[config.mk]
export PLATFORM = sky130hd
export DESIGN_NAME = clic_irq_gate_flat
export DESIGN_NICKNAME = d
export VERILOG_FILES = /design/src/rtl/clic_irq_gate_if.sv /design/src/rtl/clic_irq_gate.sv /design/src/flat_wrapper.sv
export SDC_FILE = /design/constraint.sdc
export NUM_CORES = 2
export LEC_CHECK = 0
export ABC_CLOCK_PERIOD_IN_PS = 2500
export CAP_MARGIN = 20
export CELL_PAD_IN_SITES_DETAIL_PLACEMENT = 0
export CELL_PAD_IN_SITES_GLOBAL_PLACEMENT = 1
export CORE_AREA = 2 2 403 405
export DETAILED_ROUTE_END_ITERATION = 8
export DIE_AREA = 0 0 405 407
export GPL_ROUTABILITY_DRIVEN = 0
export MAX_ROUTING_LAYER = met4
export PLACE_DENSITY_LB_ADDON = 0.1
export SLEW_MARGIN = 10
export SYNTH_ARGS = -nofsm -noshare
export SYNTH_HDL_FRONTEND = slang
export SYNTH_SLANG_ARGS = --single-unit
[constraint.sdc]
create_clock -name clk_i -period 2.5 [get_ports clk_i]
set_input_delay 0.375 -clock clk_i [delete_from_list [all_inputs] [get_ports clk_i]]
set_output_delay 0.375 -clock clk_i [all_outputs]
set_load 0.02 [all_outputs]
[src/rtl/clic_irq_gate_if.sv]
// clic_irq_gate_if
// Bundles the interrupt-conditioning signals between the interrupt sources
// or CLIC side (master) and the gate (slave).
//   irq_raw_i      raw interrupt lines, NUM_IRQ bits
//   cfg_trig_i     per-line trigger mode (0 level, 1 edge)
//   cfg_pol_i      per-line polarity (0 active-high, 1 active-low)
//   ack_valid_i    CLIC acknowledge strobe
//   ack_id_i       id of the acknowledged line
//   sw_set_valid_i software pending-set strobe
//   sw_set_id_i    id of the line to set
//   irq_pending_o  registered pending vector
//   any_pending_o  registered OR of the pending vector
//   id_err_o       one-cycle pulse on an out-of-range ack/set id
// NUM_IRQ must match the NUM_IRQ of the clic_irq_gate bound to it.
interface clic_irq_gate_if #(
  parameter int NUM_IRQ = 256
);
  localparam int IDW = (NUM_IRQ > 1) ? $clog2(NUM_IRQ) : 1;

  logic [NUM_IRQ-1:0] irq_raw_i;
  logic [NUM_IRQ-1:0] cfg_trig_i;
  logic [NUM_IRQ-1:0] cfg_pol_i;
  logic               ack_valid_i;
  logic [IDW-1:0]     ack_id_i;
  logic               sw_set_valid_i;
  logic [IDW-1:0]     sw_set_id_i;
  logic [NUM_IRQ-1:0] irq_pending_o;
  logic               any_pending_o;
  logic               id_err_o;

  modport master (
    output irq_raw_i, cfg_trig_i, cfg_pol_i,
    output ack_valid_i, ack_id_i, sw_set_valid_i, sw_set_id_i,
    input  irq_pending_o, any_pending_o, id_err_o
  );

  modport slave (
    input  irq_raw_i, cfg_trig_i, cfg_pol_i,
    input  ack_valid_i, ack_id_i, sw_set_valid_i, sw_set_id_i,
    output irq_pending_o, any_pending_o, id_err_o
  );
endinterface

[src/rtl/clic_irq_gate.sv]
// clic_irq_gate
// Conditions raw interrupt lines for the CLIC: polarity inversion, sampling,
// rising-edge detection, and a per-line pending latch (level or edge mode).
// Edge-mode pending is set by a detected edge or a software set, and cleared
// by the CLIC acknowledge; a set wins over a simultaneous clear.
// Ports:
//   clk_i   clock
//   rst_ni  synchronous active-low reset
//   bus     clic_irq_gate_if.slave (raw lines, config, ack/sw_set strobes,
//           pending vector, any-pending flag, id error pulse)
// Build option: define CLIC_IRQ_GATE_SYNC_EN to replace the single sample
// flop with a SYNC_STAGES-deep synchronizer for asynchronous sources
// (raw-to-pending latency becomes SYNC_STAGES + 1 instead of 2).
module clic_irq_gate #(
  parameter int NUM_IRQ     = 256,
  parameter int SYNC_STAGES = 2
) (
  input  logic            clk_i,
  input  logic            rst_ni,
  clic_irq_gate_if.slave  bus
);

  localparam int IDW = (NUM_IRQ > 1) ? $clog2(NUM_IRQ) : 1;

`ifdef CLIC_IRQ_GATE_SYNC_EN
  localparam bit SYNC_ON = 1'b1;
`else
  localparam bit SYNC_ON = 1'b0;
`endif

  // Number of sample flops between the conditioned line and s_q.
  localparam int DEPTH = SYNC_ON ? SYNC_STAGES : 1;

  logic [NUM_IRQ-1:0] cond;
  logic [NUM_IRQ-1:0] sync_q [DEPTH];
  logic [NUM_IRQ-1:0] s_q;
  logic [NUM_IRQ-1:0] prev_q;
  logic [NUM_IRQ-1:0] edge_det;
  logic [NUM_IRQ-1:0] pending_q;
  logic [NUM_IRQ-1:0] pending_d;
  logic [DEPTH-1:0]   warm_q;
  logic               any_q;
  logic               id_err_q;
  logic               id_err_d;

  assign cond     = bus.irq_raw_i ^ bus.cfg_pol_i;
  assign s_q      = sync_q[DEPTH-1];
  assign edge_det = s_q & ~prev_q;

  // Sample / synchronizer chain; s_q is its last stage.
  always_ff @(posedge clk_i) begin
    if (!rst_ni) begin
      for (int k = 0; k < DEPTH; k++) sync_q[k] <= '0;
    end else begin
      sync_q[0] <= cond;
      for (int k = 1; k < DEPTH; k++) sync_q[k] <= sync_q[k-1];
    end
  end

  // The sample chain restarts at 0 after reset, so s_q does not reflect the
  // real lines until DEPTH cycles have passed. warm_q keeps prev_q forced to
  // all-ones for exactly that long, so a line that is already asserted when
  // reset is released never looks like a fresh rising edge.
  always_ff @(posedge clk_i) begin
    if (!rst_ni) begin
      warm_q <= '1;
      prev_q <= '1;
    end else begin
      warm_q <= warm_q << 1;
      prev_q <= warm_q[DEPTH-1] ? '1 : s_q;
    end
  end

  // Per-line pending next state. Out-of-range ids never match any line,
  // so an offending strobe only raises id_err.
  for (genvar gi = 0; gi < NUM_IRQ; gi++) begin : g_line
    logic set_hit;
    logic clr_hit;
    assign set_hit = edge_det[gi] |
                     (bus.sw_set_valid_i && (bus.sw_set_id_i == IDW'(gi)));
    assign clr_hit = bus.ack_valid_i && (bus.ack_id_i == IDW'(gi));
    always_comb begin
      pending_d[gi] = pending_q[gi];
      if (!bus.cfg_trig_i[gi]) begin
        pending_d[gi] = s_q[gi];
      end else if (set_hit) begin
        pending_d[gi] = 1'b1;
      end else if (clr_hit) begin
        pending_d[gi] = 1'b0;
      end
    end
  end

  // Extra bit keeps the compare exact when NUM_IRQ is a power of two.
  assign id_err_d = (bus.ack_valid_i &&
                     ({1'b0, bus.ack_id_i} >= (IDW+1)'(NUM_IRQ))) ||
                    (bus.sw_set_valid_i &&
                     ({1'b0, bus.sw_set_id_i} >= (IDW+1)'(NUM_IRQ)));

  always_ff @(posedge clk_i) begin
    if (!rst_ni) begin
      pending_q <= '0;
      any_q     <= 1'b0;
      id_err_q  <= 1'b0;
    end else begin
      pending_q <= pending_d;
      any_q     <= |pending_d;
      id_err_q  <= id_err_d;
    end
  end

  assign bus.irq_pending_o = pending_q;
  assign bus.any_pending_o = any_q;
  assign bus.id_err_o      = id_err_q;

endmodule

[src/flat_wrapper.sv]
// flat-port wrapper written by rule: the top's interface ports become plain ports
module clic_irq_gate_flat 
#(
  parameter int NUM_IRQ     = 256,
  parameter int SYNC_STAGES = 2
)
  (clk_i, rst_ni, bus_irq_raw_i, bus_cfg_trig_i, bus_cfg_pol_i, bus_ack_valid_i, bus_ack_id_i, bus_sw_set_valid_i, bus_sw_set_id_i, bus_irq_pending_o, bus_any_pending_o, bus_id_err_o);
  clic_irq_gate_if #(.NUM_IRQ(NUM_IRQ)) bus_i ();
  input  logic clk_i;
  input  logic rst_ni;
  input wire logic [$bits(bus_i.irq_raw_i)-1:0] bus_irq_raw_i;
  input wire logic [$bits(bus_i.cfg_trig_i)-1:0] bus_cfg_trig_i;
  input wire logic [$bits(bus_i.cfg_pol_i)-1:0] bus_cfg_pol_i;
  input wire logic [$bits(bus_i.ack_valid_i)-1:0] bus_ack_valid_i;
  input wire logic [$bits(bus_i.ack_id_i)-1:0] bus_ack_id_i;
  input wire logic [$bits(bus_i.sw_set_valid_i)-1:0] bus_sw_set_valid_i;
  input wire logic [$bits(bus_i.sw_set_id_i)-1:0] bus_sw_set_id_i;
  output wire logic [$bits(bus_i.irq_pending_o)-1:0] bus_irq_pending_o;
  output wire logic [$bits(bus_i.any_pending_o)-1:0] bus_any_pending_o;
  output wire logic [$bits(bus_i.id_err_o)-1:0] bus_id_err_o;
  assign bus_i.irq_raw_i = bus_irq_raw_i;
  assign bus_i.cfg_trig_i = bus_cfg_trig_i;
  assign bus_i.cfg_pol_i = bus_cfg_pol_i;
  assign bus_i.ack_valid_i = bus_ack_valid_i;
  assign bus_i.ack_id_i = bus_ack_id_i;
  assign bus_i.sw_set_valid_i = bus_sw_set_valid_i;
  assign bus_i.sw_set_id_i = bus_sw_set_id_i;
  assign bus_irq_pending_o = bus_i.irq_pending_o;
  assign bus_any_pending_o = bus_i.any_pending_o;
  assign bus_id_err_o = bus_i.id_err_o;
  clic_irq_gate #(.NUM_IRQ(NUM_IRQ), .SYNC_STAGES(SYNC_STAGES)) u_core (.clk_i(clk_i), .rst_ni(rst_ni), .bus(bus_i));
endmodule
==> report_table.html <==
<table>
<tr><th>Metric</th><th>Value</th></tr>
<tr><th colspan="2">Run status</th></tr>
<tr><td>Failing checks</td><td>setup timing</td></tr>
<tr><td>Status</td><td>finished, violations left</td></tr>
<tr><th colspan="2">Logic synthesis</th></tr>
<tr><td>Top cell type by total area after synthesis</td><td>sky130_fd_sc_hd__dfxtp_1</td></tr>
<tr><td>Share of the synthesized area in the top cell type</td><td>50.0%</td></tr>
<tr><td>Summed instance area of the synthesized netlist</td><td>30,800 µm²</td></tr>
<tr><td>Post-synthesis cell type count</td><td>48</td></tr>
<tr><td>Share of async-settable or async-resettable flops after synthesis</td><td>0%</td></tr>
<tr><td>Per-instance average area after synthesis</td><td>9.38 µm²</td></tr>
<tr><td>Synthesis Warnings</td><td>0</td></tr>
<tr><td>Post-Synthesis Cells</td><td>3,285</td></tr>
<tr><td>Most used flip-flop cell after synthesis</td><td>sky130_fd_sc_hd__dfxtp_1</td></tr>
<tr><td>Post-Synthesis Net Count</td><td>4,073</td></tr>
<tr><td>Leading post-synthesis cells by cell area</td><td>sky130_fd_sc_hd__dfxtp_1 50%, sky130_fd_sc_hd__xnor2_1 7.3%, sky130_fd_sc_hd__a311o_1 5.4%, sky130_fd_sc_hd__or3_1 5.2%, sky130_fd_sc_hd__a21boi_0 4.3%</td></tr>
<tr><td>Fraction of the yosys area taken by sequential cells</td><td>50.0%</td></tr>
<tr><td>Count of state elements after synthesis</td><td>770</td></tr>
<tr><td>Number of enable-type register cells in the synthesized netlist</td><td>0</td></tr>
<tr><th colspan="2">Timing</th></tr>
<tr><td>Achievable frequency</td><td>380 MHz</td></tr>
<tr><td>Setup repair after global routing missed its margin</td><td>yes</td></tr>
<tr><td>Post-layout minimum cycle time</td><td>2.63 ns</td></tr>
<tr><td>Transition time at the pin with the least slew margin</td><td>0.925 ns</td></tr>
<tr><td>Hold Slack</td><td>0.141 ns</td></tr>
<tr><td>Final Hold Violating Endpoints</td><td>0</td></tr>
<tr><td>Number of pins exceeding their max-slew limit in the final report</td><td>0</td></tr>
<tr><td>Number of failing setup endpoints in the final timing report</td><td>1</td></tr>
<tr><td>Relative slew slack</td><td>38.2%</td></tr>
<tr><td>Final period util</td><td>105%</td></tr>
<tr><td>Final Skew</td><td>0.0299 ns</td></tr>
<tr><td>Min setup slack post-route</td><td>-0.134 ns</td></tr>
<tr><th colspan="2">Power and ir drop</th></tr>
<tr><td>Peak ir drop on the vdd network</td><td>555 µV</td></tr>
<tr><td>Fraction of power spent switching nets</td><td>27.3%</td></tr>
<tr><td>Total power consumption of the routed design</td><td>0.0350 W</td></tr>
<tr><td>Sequential share of power</td><td>38.6%</td></tr>
<tr><td>Internal power component</td><td>0.0255 W</td></tr>
<tr><td>Power spent charging and discharging nets</td><td>0.00955 W</td></tr>
<tr><td>Part of the power in combinational logic</td><td>17.9%</td></tr>
<tr><td>Leakage Power</td><td>19.8 nW</td></tr>
<tr><td>Total power divided by cell area</td><td>670 nW/µm²</td></tr>
<tr><td>Clock power frac</td><td>43.5%</td></tr>
<tr><th colspan="2">Detailed routing</th></tr>
<tr><td>Pre-antenna DRT Iters</td><td>7</td></tr>
<tr><td>Total length of routed wires</td><td>198,000 µm</td></tr>
<tr><td>Count of vias placed by the detailed router</td><td>31.3k</td></tr>
<tr><td>Starting DRT DRC Count</td><td>1,942</td></tr>
<tr><td>Routed vias/inst</td><td>4.46</td></tr>
<tr><td>Wirelength per Cell</td><td>28.2 µm</td></tr>
<tr><td>Number of nets with antenna violations after detailed routing</td><td>0</td></tr>
<tr><td>Post-detailed-route DRC marker count</td><td>0</td></tr>
<tr><th colspan="2">Clock network</th></tr>
<tr><td>Clock input transition at the sequential cells of the worst setup and hold paths</td><td>0.06 ns</td></tr>
<tr><td>Insertion delay of the later-clocked pin in the worst-skew pair</td><td>0.72 ns</td></tr>
<tr><td>Post-CTS Hold Buffers</td><td>0</td></tr>
<tr><td>Clock root buffer</td><td>sky130_fd_sc_hd__clkbuf_16</td></tr>
<tr><td>Clock buffer depth</td><td>3</td></tr>
<tr><td># H-tree levels</td><td>3</td></tr>
<tr><td>CTS tree</td><td>yes</td></tr>
<tr><td>Cts bufs inserted</td><td>99</td></tr>
<tr><td>Num Clock Sinks</td><td>770</td></tr>
<tr><th colspan="2">Floorplanning</th></tr>
<tr><td>Placeable core region</td><td>160,000 µm²</td></tr>
<tr><td>Die outline area</td><td>165,000 µm²</td></tr>
<tr><td>Site row count</td><td>147</td></tr>
<tr><td>Starting Density</td><td>19.2%</td></tr>
<tr><td>Num ports</td><td>1,046</td></tr>
<tr><td>Chip Height</td><td>407 µm</td></tr>
<tr><td>Chip width</td><td>405 µm</td></tr>
<tr><th colspan="2">Setup path</th></tr>
<tr><td>CP Data Arrival Time</td><td>3.23 ns</td></tr>
<tr><td>Data required time at the worst endpoint</td><td>3.09 ns</td></tr>
<tr><td>Crit Path Class</td><td>primary input to flop</td></tr>
<tr><td>Worst-path fanout max</td><td>23</td></tr>
<tr><td>Sort of element at the start of the critical path</td><td>primary input</td></tr>
<tr><td>Kind of end point of the critical path</td><td>flop</td></tr>
<tr><th colspan="2">Place</th></tr>
<tr><td>DP Area</td><td>48,000 µm²</td></tr>
<tr><td>Setup slack after placement</td><td>-1.80 ns</td></tr>
<tr><td>Post-detailed-placement half-perimeter wirelength</td><td>155,000 µm</td></tr>
<tr><td>PortBufs</td><td>1,044</td></tr>
<tr><th colspan="2">Global route</th></tr>
<tr><td>Antenna violations before repair</td><td>56</td></tr>
<tr><td>Total congestion overflow after global routing</td><td>0</td></tr>
<tr><td>Number of global-route vias before repair</td><td>32.0k</td></tr>
<tr><td>Wire length of the first global-routing pass</td><td>264,000 µm</td></tr>
<tr><td>Global routing usage summed across all routing layers</td><td>23.8%</td></tr>
<tr><td>Maximum number of pins on one net before global-route repair</td><td>169</td></tr>
<tr><th colspan="2">Layout</th></tr>
<tr><td>End-of-flow core utilization</td><td>32.6%</td></tr>
<tr><td>Proportion of layout cells with a drive suffix above 1</td><td>16.9%</td></tr>
<tr><td>Final non-filler cell area</td><td>52,300 µm²</td></tr>
<tr><td>Growth of design area from synthesis to finish</td><td>69.6%</td></tr>
<tr><td>Number of fillers in the final layout</td><td>16.8k</td></tr>
<tr><td>Final layout net count</td><td>5,530</td></tr>
<tr><th colspan="2">Worst hold path</th></tr>
<tr><td>Class of the tightest hold or removal check</td><td>primary input to flop</td></tr>
<tr><th colspan="2">Flow run</th></tr>
<tr><td>Max-cap viol count</td><td>0</td></tr>
</table>
[cell families after synthesis]
kind of cell | synth area share, %
buf+inv | 3.35
simple gates | 21.8
xor+xnor | 7.28
flops | 50.0
other cells | 0.0122
compound gates | 17.5
[cell type report]
| cell class | count | area (µm²) | area share [%] |
|---|---|---|---|
| diodes | 40 | 100 | 0.191 |
| clock buffers | 146 | 2990 | 5.71 |
| clock inverters | 35 | 458 | 0.876 |
| inverters | 1 | 11.3 | 0.0215 |
| multi-input cells | 2278 | 14900 | 28.5 |
| flip-flops and latches | 770 | 15400 | 29.5 |
| well taps | 2160 | 2700 | 5.17 |
| repair buffers | 1592 | 15700 | 30.0 |
[timing repair]
action                     CTS  global route
gates cloned                 2             0
resized for setup           87            14
pin swaps                   32             5
setup buffers               29             7
setup endpoints to repair    1             1
[cell usage in the layout (no fill, tap or decap), types with 113 or more instances in the layout]
master,count
sky130_fd_sc_hd__nand2_1,301
sky130_fd_sc_hd__or3_1,257
sky130_fd_sc_hd__a21boi_0,176
sky130_fd_sc_hd__dfxtp_1,769
sky130_fd_sc_hd__a311o_1,163
sky130_fd_sc_hd__nor2_1,315
sky130_fd_sc_hd__buf_4,448
sky130_fd_sc_hd__nand3_1,113
sky130_fd_sc_hd__clkdlybuf4s50_1,1025
sky130_fd_sc_hd__and2_1,171
sky130_fd_sc_hd__xnor2_1,256
sky130_fd_sc_hd__a31oi_1,177
[routing by layer]
metal  track usage, %  part of all wire (%)  vias to the layer above
met5                -                     0                        -
met4             4.76                   2.0                        0
met3             5.64                   6.7                      185
met2             40.3                    49                     1074
met1             28.8                    43                    15300
li1                 -                     -                    14800
[synthesized netlist by cell type, drive strengths merged (6+ instances only)]
cell type	number
and2	172
dfxtp	770
xnor2	256
a21oi	38
a32oi	40
a31oi	177
or3	257
nand2	304
a22o	32
a32o	8
a311o	166
nor3	17
clkbuf	159
a311oi	10
and4bb	6
nor4	53
nand4	30
buf	77
a21boi	176
a22oi	32
nand2b	7
nor2b	8
nand3	113
a41oi	7
nor2	340
[final timing paths]
path	from	to	slack [ns]	cells past startpoint
hold reg to reg	u_core.sync_q[0][254]$_SDFF_PN0_	u_core.prev_q[254]$_SDFF_PP1_	0.42	1
setup reg to reg	u_core.sync_q[0][190]$_SDFF_PN0_	u_core.bus.any_pending_o$_SDFF_PN0_	0	8
hold / removal	rst_ni	u_core.sync_q[0][56]$_SDFF_PN0_	0.14	3
setup / recovery	bus_ack_id_i[1]	u_core.bus.any_pending_o$_SDFF_PN0_	-0.13	12
[power groups by stage]
| stage | sequential (W) | combinational (W) | clock, W |
|---|---|---|---|
| global placement | 0.0138 | 0.00623 | 0 |
| global route | 0.0136 | 0.00669 | 0.0161 |
| CTS | 0.0135 | 0.00638 | 0.0156 |
| finish | 0.0135 | 0.00629 | 0.0152 |
| detailed placement | 0.0138 | 0.00623 | 0 |
| floorplan | 0.0139 | 0.00193 | 0 |
[registers in the layout (all words and copies together), names as in the netlist]
name,cells
u_core.prev_q,256
u_core.bus.any_pending_o,1
u_core.sync_q,256
u_core.bus.irq_pending_o,256
u_core.warm_q,1
[stage by stage]
| step | TNS (ns) | instances |
|---|---|---|
| floorplan | 0 | 3285 |
| global placement | -55.90 | 6763 |
| detailed placement | -52.84 | 6764 |
| CTS | -0.0822 | 6975 |
| global route | -0.192 | 7015 |
| finish | -0.134 | 7022 |
[critical path: stages]
cell	delay (ns)
sky130_fd_sc_hd__clkdlybuf4s18_2	0.29
sky130_fd_sc_hd__nor2_4	0.15
sky130_fd_sc_hd__buf_12	0.22
sky130_fd_sc_hd__buf_4	0.29
sky130_fd_sc_hd__a31oi_1	0.11
sky130_fd_sc_hd__a311o_1	0.39
sky130_fd_sc_hd__nor4_4	0.40
sky130_fd_sc_hd__nand4_1	0.15
sky130_fd_sc_hd__nor4_2	0.28
sky130_fd_sc_hd__buf_4	0.16
sky130_fd_sc_hd__and4_4	0.24
sky130_fd_sc_hd__a41oi_1	0.09
(Power assumes the default switching activity.)
